File: src/rtl/if_fetch_queue.sv
// Instruction fetch stage with a DEPTH-entry queue of {PC+1, instr} pairs.
// It owns the word-addressed PC, feeds ID through valid/ready, and flushes on redirect.
module if_fetch_queue #(
  parameter int unsigned     PC_W     = 30,
  parameter int unsigned     IM_AW    = 10,
  parameter int unsigned     DEPTH    = 4,
  parameter logic [PC_W-1:0] RESET_PC = '0
) (
  input  logic                     clk,
  input  logic                     rst,
  input  logic                     fetch_en,
  input  logic                     redirect,
  input  logic [PC_W-1:0]          redirect_pc,
  output logic [IM_AW-1:0]         imem_addr,
  input  logic [31:0]              imem_rdata,
  output logic                     id_valid,
  input  logic                     id_ready,
  output logic [PC_W-1:0]          id_pcp1,
  output logic [31:0]              id_instr,
  output logic [$clog2(DEPTH):0]   q_count,
  output logic [PC_W-1:0]          fetch_pc
);

  localparam int unsigned PTR_W = $clog2(DEPTH);
  localparam int unsigned CNT_W = PTR_W + 1;

  typedef struct packed {
    logic [PC_W-1:0] pcp1;
    logic [31:0]     instr;
  } entry_t;

  entry_t            mem_q [DEPTH];
  entry_t            head_entry;
  logic [PC_W-1:0]   pc_q, pc_d, pc_inc;
  logic [PTR_W-1:0]  head_q, head_d, tail_q, tail_d;
  logic [CNT_W-1:0]  count_q, count_d;
  logic              deq, enq;

  assign pc_inc = pc_q + PC_W'(1);
  assign deq    = id_valid & id_ready;
  // When full, a simultaneous dequeue frees the slot the enqueue writes.
  assign enq    = fetch_en & ~redirect & ((count_q < CNT_W'(DEPTH)) | deq);

  // NOTE: every always_comb output gets a default first so no path can infer a latch.
  always_comb begin
    pc_d    = pc_q;
    head_d  = head_q;
    tail_d  = tail_q;
    count_d = count_q;
    if (redirect) begin
      pc_d    = redirect_pc;
      head_d  = '0;
      tail_d  = '0;
      count_d = '0;
    end else begin
      if (enq) begin
        pc_d   = pc_inc;
        tail_d = tail_q + PTR_W'(1);
      end
      if (deq) begin
        head_d = head_q + PTR_W'(1);
      end
      count_d = count_q + CNT_W'(enq) - CNT_W'(deq);
    end
  end

  // NOTE: state registers use non-blocking assignments so all flops update from pre-edge values.
  always_ff @(posedge clk) begin
    if (!rst) begin
      pc_q    <= RESET_PC;
      head_q  <= '0;
      tail_q  <= '0;
      count_q <= '0;
    end else begin
      pc_q    <= pc_d;
      head_q  <= head_d;
      tail_q  <= tail_d;
      count_q <= count_d;
    end
  end

  // NOTE: queue storage is deliberately not reset; count gates every read to the outputs.
  always_ff @(posedge clk) begin
    if (enq) begin
      mem_q[tail_q] <= '{pcp1: pc_inc, instr: imem_rdata};
    end
  end

  assign head_entry = mem_q[head_q];
  assign id_valid   = (count_q != '0);
  assign id_pcp1    = id_valid ? head_entry.pcp1  : '0;
  assign id_instr   = id_valid ? head_entry.instr : '0;
  assign q_count    = count_q;
  assign fetch_pc   = pc_q;
  assign imem_addr  = pc_q[IM_AW-1:0];

endmodule
File: config.mk
export PLATFORM = sky130hd
export DESIGN_NAME = if_fetch_queue
export DESIGN_NICKNAME = d
export VERILOG_FILES = /design/src/rtl/if_fetch_queue.sv
export SDC_FILE = /design/constraint.sdc
export NUM_CORES = 1
export LEC_CHECK = 0
export CAP_MARGIN = 5
export CORE_ASPECT_RATIO = 1.2
export CORE_MARGIN = 1
export CORE_UTILIZATION = 49
export CTS_CLUSTER_DIAMETER = 60
export DETAILED_ROUTE_END_ITERATION = 7
export GPL_TIMING_DRIVEN = 0
export PLACE_DENSITY_LB_ADDON = 0.12
export RECOVER_POWER = 100
export SYNTH_ARGS = -nofsm -noshare
export SYNTH_HDL_FRONTEND = slang
export SYNTH_SLANG_ARGS = --single-unit
File: constraint.sdc
create_clock -name clk -period 3.34 [get_ports clk]
set_input_delay 0.668 -clock clk [delete_from_list [all_inputs] [get_ports clk]]
set_output_delay 0.668 -clock clk [all_outputs]
set_load 0.02 [all_outputs]
==> flow_metrics.tcl, run 1 <==
set metrics [dict create \
    critical_path.top_delay_family "buffers and inverters" \
    hold_start "tail_q[1]" \
    grt_pass1_wl_um 41490 \
    die_area_um2 25410 \
    die_y_um 174.4 \
    fmax_mhz 308.3 \
    cts_resized 18 \
    holdPathStages 2 \
    wl_per_cell_um 20.27 \
    critPathBufInv 3 \
    startpoint "q_count[0]" \
    path_cells "or3_1, clkbuf_2, clkbuf_2, and2_1, dlygate4sd3_1" \
    slowest_delay_ns 0.64 \
    antenna_found_initial 0 \
    critPathLaunchType "flop" \
    place_area_um2 14390 \
    arrival_ns 2.58 \
    crit_top_cell "clkbuf_2" \
    hold_slack_ns 0.5324 \
    grt_start_max_net_pins 42 \
    clkLatencyLatePin_ns 0.54 \
    synth_cell_types 49 \
    synth.area.top_cells "edfxtp_1, mux4_2, dfxtp_1" \
    gp_congestion 0.8861 \
    ioPinCount 173 \
    cpMaxStageDelayCell "dlygate4sd3_1" \
    place_hpwl_um 17670 \
    clock_skew_ns 0.02008 \
    peakVddDrop_v 0.0003827 \
    gr-total-overflow 0 \
    cts_sinks 287 \
    cts_root_buf "clkbuf_16" \
    synthCells 763 \
    fillers 1813 \
    grt_pass1_vias 7351 \
    synth_nets 838 \
    coreArea_um2 24130 \
    hold_buffers 0 \
    num_vias 7317 \
    numCtsBuffers 28 \
    min_period_ns 3.244 \
    synth_edf_count 248 \
    synth-seq-cells 287 \
    syn-cell-area_um2 12140 \
    syn_to_final_growth_pct 26.25 \
    drt-pass1-iter-count 5 \
    rsz0062_at_grt "true" \
    max-slew-margin-rel_pct 56.39 \
    outcome "finished, final reports clean" \
    final_common_cell "edfxtp_1" \
    synth.avg_cell_area_um2 15.91 \
    dieWidth_um 145.7 \
    cp_max_fo 10 \
    clk_pin_slew_ns 0.06 \
    antenna_left 0 \
    timing.final.crit_share_pct 97.13 \
    setup_viol 0 \
    cp.depth 5 \
    drive_gt1_share_pct 15.99 \
    required_ns 2.67 \
    final_nets 1041 \
    postCtsSetupRepairBufs 0 \
    p_leak_uw 0.005114 \
    via_per_inst 5.594 \
    final_cell_mix "edfxtp_1, clkdlybuf4s50_1, dlygate4sd3_1" \
    slew_viol_final 0 \
    insertedDiodeCount 0 \
    synth_warnings 0 \
    worst_pin_slew_ns 0.6541 \
    drv_cap 0 \
    multi_input_area_um2 3581 \
    fin_util_pct 63.53 \
    synthFlopType "edfxtp_1" \
    end_kind "primary output" \
    final-seq-area_um2 8230 \
    min_path_type "flop to flop" \
    yosysTopAreaCellShare_pct 61.34 \
    powerDensity_nw_per_um2 527.6 \
    rows 62 \
    detail_route.iter0.violations 611 \
    io_buffers 172 \
    cts_tree "done" \
    grt_usage_pct 21.22 \
    path_class "flop to primary output" \
    start_util_pct 50.32 \
    yosysSeqAreaShare_pct 67.77 \
    clockBufferDepth 3 \
    ys_async_sr_fraction_pct 0 \
    reg2regPathDepth 7 \
    crit-reg2reg-launch "fetch_pc[0]" \
    ctsHtreeMaxLevel 1 \
    drt-total-wl_um 26520 \
    finalPower_uw 8087 \
    drc_errors 0 \
    final_hold_viol_count 0 \
    synth.largest_area_cell "edfxtp_1" \
    postLayoutCellArea_um2 15330 \
]
[cell families after synthesis]
family	count (synthesis)	share of synthesized area (%)
AO/OA/AOI/OAI	66	3.545
XOR/XNOR	41	2.958
adder cells (fa/ha/maj)	8	0.8863
buffers and inverters	76	2.875
flip-flops	287	67.77
multiplexers	62	11.50
AND/OR/NAND/NOR	223	10.46
[final timing paths]
path,end,slack (ns)
setup / recovery,id_pcp1[17],0.1
hold / removal,tail_q[1],0.53
setup reg to reg,mem_q[2][58],0.22
hold reg to reg,tail_q[1],0.53
[stage by stage]
step / setup slack (ns) / std cells / TNS, ns
2_1_floorplan: 0.5400 / 763 / 0
3_3_place_gp: -0.8765 / 1255 / -212.56
3_5_place_dp: -0.7333 / 1259 / -31.65
4_1_cts: 0.006587 / 1308 / 0
5_1_grt: -0.01574 / 1308 / -0.08382
6_report: 0.09595 / 1308 / 0
[cell type report]
class	instances	area share (%)
Buffer	59	2.057
Multi-Input combinational cell	400	23.36
Clock buffer	43	5.600
Sequential cell	287	53.70
Timing Repair Buffer	176	11.69
Clock inverter	9	0.6367
Tap cell	320	2.612
Inverter	14	0.3429
[registers in the layout, summed over array words and instances, names as in the netlist, named ones only]
signal / count
fetch_pc: 30
head_q: 2
mem_q: 248
q_count: 3
tail_q: 2
[worst min-delay path: stages, from the launching register on]
cell	delay (ns)
dfxtp_1	0.36
nand2_1	0.07
a21oi_1	0.06
[Yosys cell counts (6+ instances only)]
| library cell | number |
|---|---|
| and2_1 | 67 |
| nor2_1 | 26 |
| a31oi_1 | 10 |
| nand3_1 | 18 |
| or4_1 | 12 |
| buf_4 | 12 |
| nor4_1 | 10 |
| a21oi_1 | 7 |
| xnor2_1 | 19 |
| buf_2 | 14 |
| o21ai_0 | 20 |
| xor2_1 | 22 |
| clkbuf_1 | 34 |
| a211oi_1 | 6 |
| edfxtp_1 | 248 |
| inv_1 | 13 |
| dfxtp_1 | 39 |
| o31ai_1 | 10 |
| ha_1 | 7 |
| nand2_1 | 28 |
| mux4_2 | 62 |
| nand4_1 | 18 |
| nor3_1 | 12 |
| and3_1 | 10 |
[where the power goes]
group / internal [uW] / switching (uW)
Clock: 1920 / 1280
Combinational: 387 / 442
Sequential: 4000 / 62.4
Total: 6300 / 1790
[metal layers]
| layer | share of wire (%) | up-vias | global-route usage [%] | wire [um] |
|---|---|---|---|---|
| li1 | - | 3369 | - | - |
| met1 | 42 | 3656 | 28.32 | 11260 |
| met2 | 50 | 262 | 36.76 | 13310 |
| met3 | 5.7 | 30 | 3.071 | 1504 |
| met4 | 1.7 | 0 | 4.956 | 441 |
| met5 | 0 | - | 0 | 0 |
Note: power is estimated with default switching activity, not from simulation.
==> run 2: changes to the inputs <==
--- a/config.mk
+++ b/config.mk
@@ -9,7 +9,6 @@
 export CORE_ASPECT_RATIO = 1.2
 export CORE_MARGIN = 1
 export CORE_UTILIZATION = 49
-export CTS_CLUSTER_DIAMETER = 60
 export DETAILED_ROUTE_END_ITERATION = 7
 export GPL_TIMING_DRIVEN = 0
 export PLACE_DENSITY_LB_ADDON = 0.12
==> results of run 2 <==
The final DEF is identical to that of run 1; final timing and power are the same.
